$ cat config.mk
export PLATFORM = sky130hd
export DESIGN_NAME = fetch_sequencer
export DESIGN_NICKNAME = d
export VERILOG_FILES = /design/src/rtl/fetch_sequencer.sv
export SDC_FILE = /design/constraint.sdc
export NUM_CORES = 1
export LEC_CHECK = 0
export CORE_MARGIN = 4
export CORE_UTILIZATION = 50
export CTS_CLUSTER_DIAMETER = 120
export CTS_CLUSTER_SIZE = 16
export DETAILED_ROUTE_END_ITERATION = 7
export DONT_BUFFER_PORTS = 1
export MAX_ROUTING_LAYER = met4
export REMOVE_ABC_BUFFERS = 1
export SLEW_MARGIN = 30
export SYNTH_ARGS = -nofsm -noshare
export SYNTH_HDL_FRONTEND = slang
export SYNTH_SLANG_ARGS = --single-unit
$ cat constraint.sdc
create_clock -name clk -period 2.9 [get_ports clk]
set_clock_uncertainty 0.15 [all_clocks]
set_input_delay 0.58 -clock clk [delete_from_list [all_inputs] [get_ports clk]]
set_output_delay 0.58 -clock clk [all_outputs]
set_load 0.05 [all_outputs]
$ cat src/rtl/fetch_sequencer.sv
// Instruction-fetch controller: owns the PC, issues one imem request at a time,
// hands fetched instructions to decode and squashes fetches made stale by redirects.
module fetch_sequencer #(
    parameter int               WIDTH       = 32,
    parameter logic [WIDTH-1:0] RESET_ADDR  = '0,
    parameter int               INSTR_BYTES = 4
) (
    input  logic             clk,
    input  logic             rst,
    output logic             imem_req,
    output logic [WIDTH-1:0] imem_addr,
    input  logic             imem_ack,
    input  logic [WIDTH-1:0] imem_rdata,
    input  logic             redirect,
    input  logic [WIDTH-1:0] redirect_addr,
    output logic             out_valid,
    input  logic             out_ready,
    output logic [WIDTH-1:0] out_instr,
    output logic [WIDTH-1:0] out_pc
);
    localparam logic [WIDTH-1:0] STEP  = WIDTH'(INSTR_BYTES);
    localparam logic [WIDTH-1:0] ALIGN = ~(STEP - WIDTH'(1));

    typedef enum logic [1:0] {IDLE, FETCH, DRAIN, OUT} state_t;

    state_t           state, state_n;
    logic [WIDTH-1:0] pc, pc_n;
    logic [WIDTH-1:0] fetch_addr, fetch_addr_n;
    logic [WIDTH-1:0] instr_n, opc_n;
    logic [WIDTH-1:0] tgt;

    assign tgt = redirect_addr & ALIGN;

    always_ff @(posedge clk) begin
        if (rst) begin
            state      <= IDLE;
            pc         <= RESET_ADDR;
            fetch_addr <= RESET_ADDR;
            out_instr  <= '0;
            out_pc     <= '0;
        end else begin
            state      <= state_n;
            pc         <= pc_n;
            fetch_addr <= fetch_addr_n;
            out_instr  <= instr_n;
            out_pc     <= opc_n;
        end
    end

    always_comb begin
        state_n      = state;
        pc_n         = pc;
        fetch_addr_n = fetch_addr;
        instr_n      = out_instr;
        opc_n        = out_pc;
        case (state)
            IDLE: begin
                state_n = FETCH;
                if (redirect) begin
                    pc_n         = tgt;
                    fetch_addr_n = tgt;
                end else begin
                    fetch_addr_n = pc;
                end
            end
            FETCH: begin
                if (imem_ack && redirect) begin
                    // returned word belongs to the old path; re-request at the target
                    pc_n         = tgt;
                    fetch_addr_n = tgt;
                end else if (imem_ack) begin
                    instr_n = imem_rdata;
                    opc_n   = fetch_addr;
                    pc_n    = fetch_addr + STEP;
                    state_n = OUT;
                end else if (redirect) begin
                    // request cannot be withdrawn; wait out the stale ack in DRAIN
                    pc_n    = tgt;
                    state_n = DRAIN;
                end
            end
            DRAIN: begin
                if (redirect) pc_n = tgt;
                if (imem_ack) begin
                    fetch_addr_n = redirect ? tgt : pc;
                    state_n      = FETCH;
                end
            end
            OUT: begin
                if (redirect) begin
                    pc_n         = tgt;
                    fetch_addr_n = tgt;
                    state_n      = FETCH;
                end else if (out_ready) begin
                    fetch_addr_n = pc;
                    state_n      = FETCH;
                end
            end
            default: state_n = IDLE;
        endcase
    end

    assign imem_req  = (state == FETCH) || (state == DRAIN);
    assign imem_addr = fetch_addr;
    assign out_valid = (state == OUT);

endmodule

==> reports/results.txt, run 1 <==
Clk Latency, worst-skew pair: 410 ps
Cell Count, Final, Fillers Out: 888
Hold Slack: 77.8 ps
Total wire length: 15.7 mm
Cell Area, Synth: 5770 sq um
Worst path max stage delay: 430 ps
Number of clock sinks seen by CTS: 130
Worst-Margin Slew: 763 ps
Vias post-DR: 5225
CP Class: flip-flop to flip-flop
Placed cells: 857
Period utilization: 82.2%
Layout area overhead: 14.2%
Setup_tns: 0 ps
Worst min-delay path class: primary input to flip-flop
Number of synthesized flops with an enable pin: 0
Share of post-route cells with drive strength above 1: 10.8%
Fin nets: 810
CTS clk-pin slew, worst paths: 60 ps
CP required: 3070 ps
Core area: 11100 sq um
Worst slew margin: 49.1%
Vias/cell: 5.88
Cell accounting for the most synthesized area: dfxtp_1
1st-iter DRT viols: 362
Boundary Pins: 167
Mux cell area share after synthesis: 0.347%
Crit-path slowest cell: dfxtp_1
Row cnt: 38
Count leader, synth: nand2_1
CTS Root Buffer Type: clkbuf_16
Port bufs: 0
CTS tree: built
Synth async-reset ratio: 0%
Synth top area cells: dfxtp_1 (45%), nand2_1 (12%), a21oi_1 (7.5%), a311oi_1 (4.6%), nor2_1 (4.2%)
Top_reg_cell synth: dfxtp_1
DRT antenna net count: 0
Post-synthesis compound-gate area fraction: 20.2%
Pwr dens: 731 nW/um^2
Drt first pass iters: 5
FF/Latch Area: 2600 sq um
Die ar.: 13300 sq um
Post-synthesis xor/xnor area fraction: 3.94%
H-tree levels: 4
# Max-Cap Violations: 0
Dpl hpwl: 10.1 mm
Fmax: 419 MHz
CTS Buffer Depth: 2
Crit path max-delay family: compound AO/OA/AOI/OAI gates
Vias in the first global route: 4925
Final Util: 59.5%
Total chip power: 4.82 mW
Cells after synthesis: 738
Filler instances: 1011
CP bufs+invs: 2
RSZ-0062 raised after global routing: false
Synth cell count leaders: nand2_1 (177), dfxtp_1 (130), a21oi_1 (87), nor2_1 (64), clkbuf_1 (51)
Status: completed
Slew Viols, Final: 0
Synthesis Warnings: 0
Setup bufs post-CTS: 0
Initial antenna violation count: 1
Worst-path maximum fanout: 34
GRT Util Overall: 24.3%
Main combinational cell family by area after synthesis: simple AND/OR/NAND/NOR gates
Yosys reg bits: 130
Element type at the critical path end: flip-flop
Sequential area share after synthesis: 45.1%
Multi-input gate area: 2910 sq um
Chip height: 115 um
# hold bufs at CTS: 0
Crit path arrival time: 2550 ps
Syn_area_per_cell: 7.82 sq um
P_leak: 2.43 nW
Min Tclk post-route: 2380 ps
Peak VDD IR: 515 uV
DIE WIDTH: 115 um
Largest net degree at the start of global routing: 135
Count of final setup violators: 0
CTS Buf Count: 17
WL/cell: 17.7 um
Element type at the critical path start: flip-flop
Post-Synth Adder-Cell Area: 1.08%
Post-synthesis cell type count: 44
Synth Area in Simple Gates: 24.7%
Initial Util: 52.1%
Critical-path cell list: inv_1 -> ha_1 -> nor2b_1 -> a211oi_1 -> a21o_2 -> buf_4 -> nor2_1 -> a311oi_1
Overflow after GRT: 0
Post-cts resize count: 0
First-pass GRT wire length: 24.9 mm
DR DRC count: 0
Final Hold Fails: 0
Share of the synthesized area in the top cell type: 45.1%
Final Wtd Congestion: 0.789
[per-layer routing]
metal  share of wire (%)  vias to the layer above  global-route usage [%]
met2                  48                      181                    38.1
met5                   0                        -                       -
met4                 1.3                        0                    7.98
met3                 8.5                       17                    7.10
li1                    -                     2552                       -
met1                  43                     2475                    30.1
[registers in the layout, indices dropped and copies added (netlist names)]
register / count
out_instr: 32
pc: 32
imem_addr: 32
out_pc: 32
state: 2
[stage by stage]
step                instance area, sq um  setup WS (ps)
finish                              6600            515
global route                        6600            271
CTS                                 6590            512
detailed placement                  6030            534
global placement                    6030            611
floorplan                           5540            151
[report_power, final]
part | switching [mW] | leakage [nW] | total [mW] | internal, mW
logic | 0.500 | 1.08 | 0.714 | 0.214
registers | 0.164 | 1.06 | 2.06 | 1.90
clock network | 0.732 | 0.280 | 2.05 | 1.32
[final cells by class]
class                           instances  share of cell area [%]
Multi-Input combinational cell        539                    44.1
Sequential cell                       130                    39.5
Clock buffer                           24                    7.30
Timing Repair Buffer                   40                    4.74
Tap cell                              140                    2.66
Clock inverter                          6                    1.21
Inverter                                8                   0.455
Antenna cell                            1                  0.0379
[cells by family (layout without fill, tap and decap cells)]
kind of cell               count (synthesis)  after routing
AOI/OAI and AO/OA                        190            190
xor gates and xnor gates                  26             26
adders and majority gates                  5              5
buffers and inverters                     69             78
DFF                                      130            130
muxes                                      2              2
other                                      0              1
and+or+nand+nor                          316            316
[worst reg2reg max path, cell delays in order (launching register included)]
cell	delay, ps
dfxtp_1	430
inv_1	70
ha_1	210
nor2b_1	140
a211oi_1	430
a21o_2	170
buf_4	340
nor2_1	110
a311oi_1	260
[path summary, 6_finish.rpt]
kind,startpoint,end,slack [ps],cells after the start
setup / recovery,state[0]$_SDFFE_PP0P_,imem_addr[19]$_SDFFE_PP0P_,520,8
hold / removal,rst,out_instr[17]$_SDFFE_PP0P_,80,1
hold reg to reg,pc[23]$_SDFF_PP0_,imem_addr[23]$_SDFFE_PP0P_,320,2
setup reg to reg,state[0]$_SDFFE_PP0P_,imem_addr[19]$_SDFFE_PP0P_,520,8
[layout by cell type (no fill, tap or decap), types with 3 or more instances in the layout]
cell       Yosys  final
inv_1          8      8
and2_1         4      3
nor2b_1        4      4
a2111oi_0      3      3
a221oi_1       4      4
clkbuf_1      51      4
ha_1           5      5
o21ai_0       37     37
a211oi_1      10     10
nand2_1      177    176
xor2_1        19     19
dfxtp_1      130    130
nand4_1        9      9
and3_1        15     15
nand3_1       13     13
clkinv_2       0      4
nor3_1        13     13
clkbuf_8       0      3
o22ai_1       11     11
clkbuf_16      0     17
nor2_1        64     63
xnor2_1        7      7
a311oi_1      30     30
buf_4          0     39
a21oi_1       87     87
No activity file was read; power rests on OpenSTA's default activity.
==> run 2: changes to the inputs <==
--- a/config.mk
+++ b/config.mk
@@ -12,6 +12,7 @@
 export DETAILED_ROUTE_END_ITERATION = 7
 export DONT_BUFFER_PORTS = 1
 export MAX_ROUTING_LAYER = met4
+export PLACE_DENSITY = 0.68
 export REMOVE_ABC_BUFFERS = 1
 export SLEW_MARGIN = 30
 export SYNTH_ARGS = -nofsm -noshare
==> constraint.sdc (replaced) <==
create_clock -name clk -period 2 [get_ports clk]
set_clock_uncertainty 0.15 [all_clocks]
set_input_delay 0.4 -clock clk [delete_from_list [all_inputs] [get_ports clk]]
set_output_delay 0.4 -clock clk [all_outputs]
set_load 0.05 [all_outputs]
==> run 2 against run 1 <==
  * The flow now finishes with violations (hold timing)
  * Hold slack lost 170 ps
  * Combinational power grew 68%
  * Die area is the same
  * Maximum frequency grew 23%
  * Routed wire length grew 9.8%
  * Sequential power grew 46%
==> reports/results.txt, run 2 (same netlist as run 1, synthesis figures left out) <==
Worst min-delay path class: primary input to flip-flop
Peak VDD IR: 631 uV (+22%)
Most common cell after layout, fill and taps aside: nand2_1
Fmax: 516 MHz (+23%)
Drt first pass iters: 5 (unchanged)
CP required: 2160 ps (-910 ps)
Setup_tns: 0 ps (unchanged)
# hold bufs at CTS: 1 (+1)
CTS clk-pin slew, worst paths: 60 ps (about the same)
H-tree levels: 4 (unchanged)
CTS Buffer Depth: 2 (unchanged)
Boundary Pins: 167 (unchanged)
Hold Slack: -92.1 ps (-170 ps)
CTS tree: built
Clk network pwr share: 42.5% (about the same)
Pwr dens: 1040 nW/um^2 (+42%)
Critical-path cell list: inv_1 -> ha_2 -> nor2b_2 -> a211oi_2 -> a21o_4 -> buf_12 -> clkbuf_16 -> a311oi_1
CP Class: flip-flop to flip-flop
Multi-input gate area: 2980 sq um (+2.2%)
Min Tclk post-route: 1940 ps (-447 ps)
First-pass GRT wire length: 26.2 mm (+5.2%)
Vias/cell: 6.04 (+2.7%)
Vias post-DR: 5487 (+5.0%)
Core area: 11100 sq um (unchanged)
Antenna diodes: 0 (-1)
Element type at the critical path end: flip-flop
Clk Latency, worst-skew pair: 410 ps (about the same)
CTS Root Buffer Type: clkbuf_16
Slew Viols, Final: 0 (unchanged)
Worst slew margin: 52.9% (+3.8 points)
Int Power: 5.23 mW (+52%)
WHS Path Cells: 1 (unchanged)
Filler instances: 961 (-4.9%)
FF-to-FF setup slack: 60 ps (-450 ps)
Initial antenna violation count: 0 (-1)
Dpl hpwl: 10.8 mm (+7.2%)
GRT Util Overall: 25.5% (+1.2 points)
Most frequent cells in the layout: nand2_1 (176), dfxtp_1 (128), a21oi_1 (87)
Crit-path slowest cell: dfxtp_2
Die ar.: 13300 sq um (unchanged)
Worst path max stage delay: 320 ps (-110 ps)
Element type at the critical path start: flip-flop
HP Start: rst
P_leak: 2.61 nW (+7.5%)
Layout area overhead: 21.4%
Worst-path maximum fanout: 17 (-50%)
Period utilization: 96.9% (+15 points)
FF/Latch Area: 2610 sq um (about the same)
WL/cell: 19.0 um (+7.4%)
Row cnt: 38 (unchanged)
Final Wtd Congestion: 0.841 (+6.6%)
Hold Crit Endpoint: out_pc[6]$_SDFFE_PP0P_
Share of power burned in combinational logic: 16.5% (+1.7 points)
DR DRC count: 0 (unchanged)
Total chip power: 7.30 mW (+51%)
Largest net degree at the start of global routing: 135 (unchanged)
Final Hold Fails: 66 (+66)
Number of clock sinks seen by CTS: 130 (unchanged)
Share of post-route cells with drive strength above 1: 15.2% (+4.4 points)
Sequential share of power: 41.0% (-1.7 points)
Overflow after GRT: 0 (unchanged)
Fin nets: 833 (+2.8%)
Port bufs: 0 (unchanged)
# Max-Cap Violations: 0 (unchanged)
Sw Ratio: 28.4% (-0.49 points)
Psw: 2.08 mW (+49%)
Chip height: 115 um (unchanged)
DRT antenna net count: 0 (unchanged)
Failing checks: hold timing
Total wire length: 17.3 mm (+9.8%)
Crit path arrival time: 2100 ps (-450 ps)
Initial Util: 52.1% (unchanged)
CTS Buf Count: 17 (unchanged)
FF-to-FF path depth: 8 (unchanged)
R2R Path End: imem_addr[20]$_SDFFE_PP0P_
Status: finished with violations
1st-iter DRT viols: 529 (+46%)
Vias in the first global route: 5288 (+7.4%)
Worst-Margin Slew: 705 ps (-57.6 ps)
DIE WIDTH: 115 um (unchanged)
Count of final setup violators: 0 (unchanged)
RR Startpoint: state[0]$_SDFFE_PP0P_
==> run 2: worst max-delay path by stage <==
| stage | slack, ps | endpoint | from |
|---|---|---|---|
| final | 60 | imem_addr[20]$_SDFFE_PP0P_ | state[0]$_SDFFE_PP0P_ |
| after global routing | -40 | pc[15]$_SDFF_PP0_ | imem_addr[8]$_SDFFE_PP0P_ |
| after CTS | 4 | imem_addr[20]$_SDFFE_PP0P_ | state[0]$_SDFFE_PP0P_ |
| after detailed placement | -140 | imem_addr[2]$_SDFFE_PP0P_ | state[0]$_SDFFE_PP0P_ |
| after global placement | 70 | imem_addr[31]$_SDFFE_PP0P_ | state[0]$_SDFFE_PP0P_ |
| after floorplan | -750 | imem_addr[10]$_SDFFE_PP0P_ | state[1]$_SDFFE_PP0P_ |
==> run 2: metrics by stage <==
step | std cells | cell area, sq um | util (%) | worst slack, ps | hold slack [ps]
global placement | 870 | 6190 | 55.9 | 65.7 | 300
finish | 908 | 7010 | 63.3 | 62.4 | -92.1
detailed placement | 870 | 6190 | 55.9 | -144 | 308
global route | 908 | 7010 | 63.3 | -38.2 | -106
CTS | 899 | 6810 | 61.5 | 3.69 | -102
floorplan | 677 | 5540 | - | -749 | 291
==> run 2: critical path, delay by kind of cell (launching register included) <==
family / cells / cell delay [ps]
fa+ha+maj: 1 / 200
compound gates: 3 / 580
buf+inv: 3 / 400
flops: 1 / 320
simple gates: 1 / 190
==> run 2: timing repair <==
item,in CTS,in global routing
setup buffers,0,6
gates cloned,0,3
resized for setup,6,17
pin swaps,1,14
setup endpoints to repair,33,45
endpoints found under the hold margin,129,128
==> run 2: final cells by class <==
type	instances	area share, %
Inverter	8	0.482
Clock buffer	22	6.91
Multi-Input combinational cell	539	42.5
Tap cell	140	2.50
Sequential cell	130	37.2
Clock inverter	6	1.50
Timing Repair Buffer	63	9.00
==> run 2: power by group through the flow <==
stage                     Sequential, mW  Combinational, mW  Clock [mW]
after floorplan                     3.33              0.436           0
after detailed placement            3.04               1.09           0
after global routing                3.01               1.29        3.30
final                               3.00               1.20        3.10
after CTS                           2.99               1.11        3.15
after global placement              3.04               1.06           0
==> run 2: per-layer routing <==
metal	wire [um]	GRT usage (%)	share of wire [%]
met5	0	-	0
met2	8320	41.3	48
met1	6820	29.9	39
met3	1870	7.99	11
met4	278	9.23	1.6
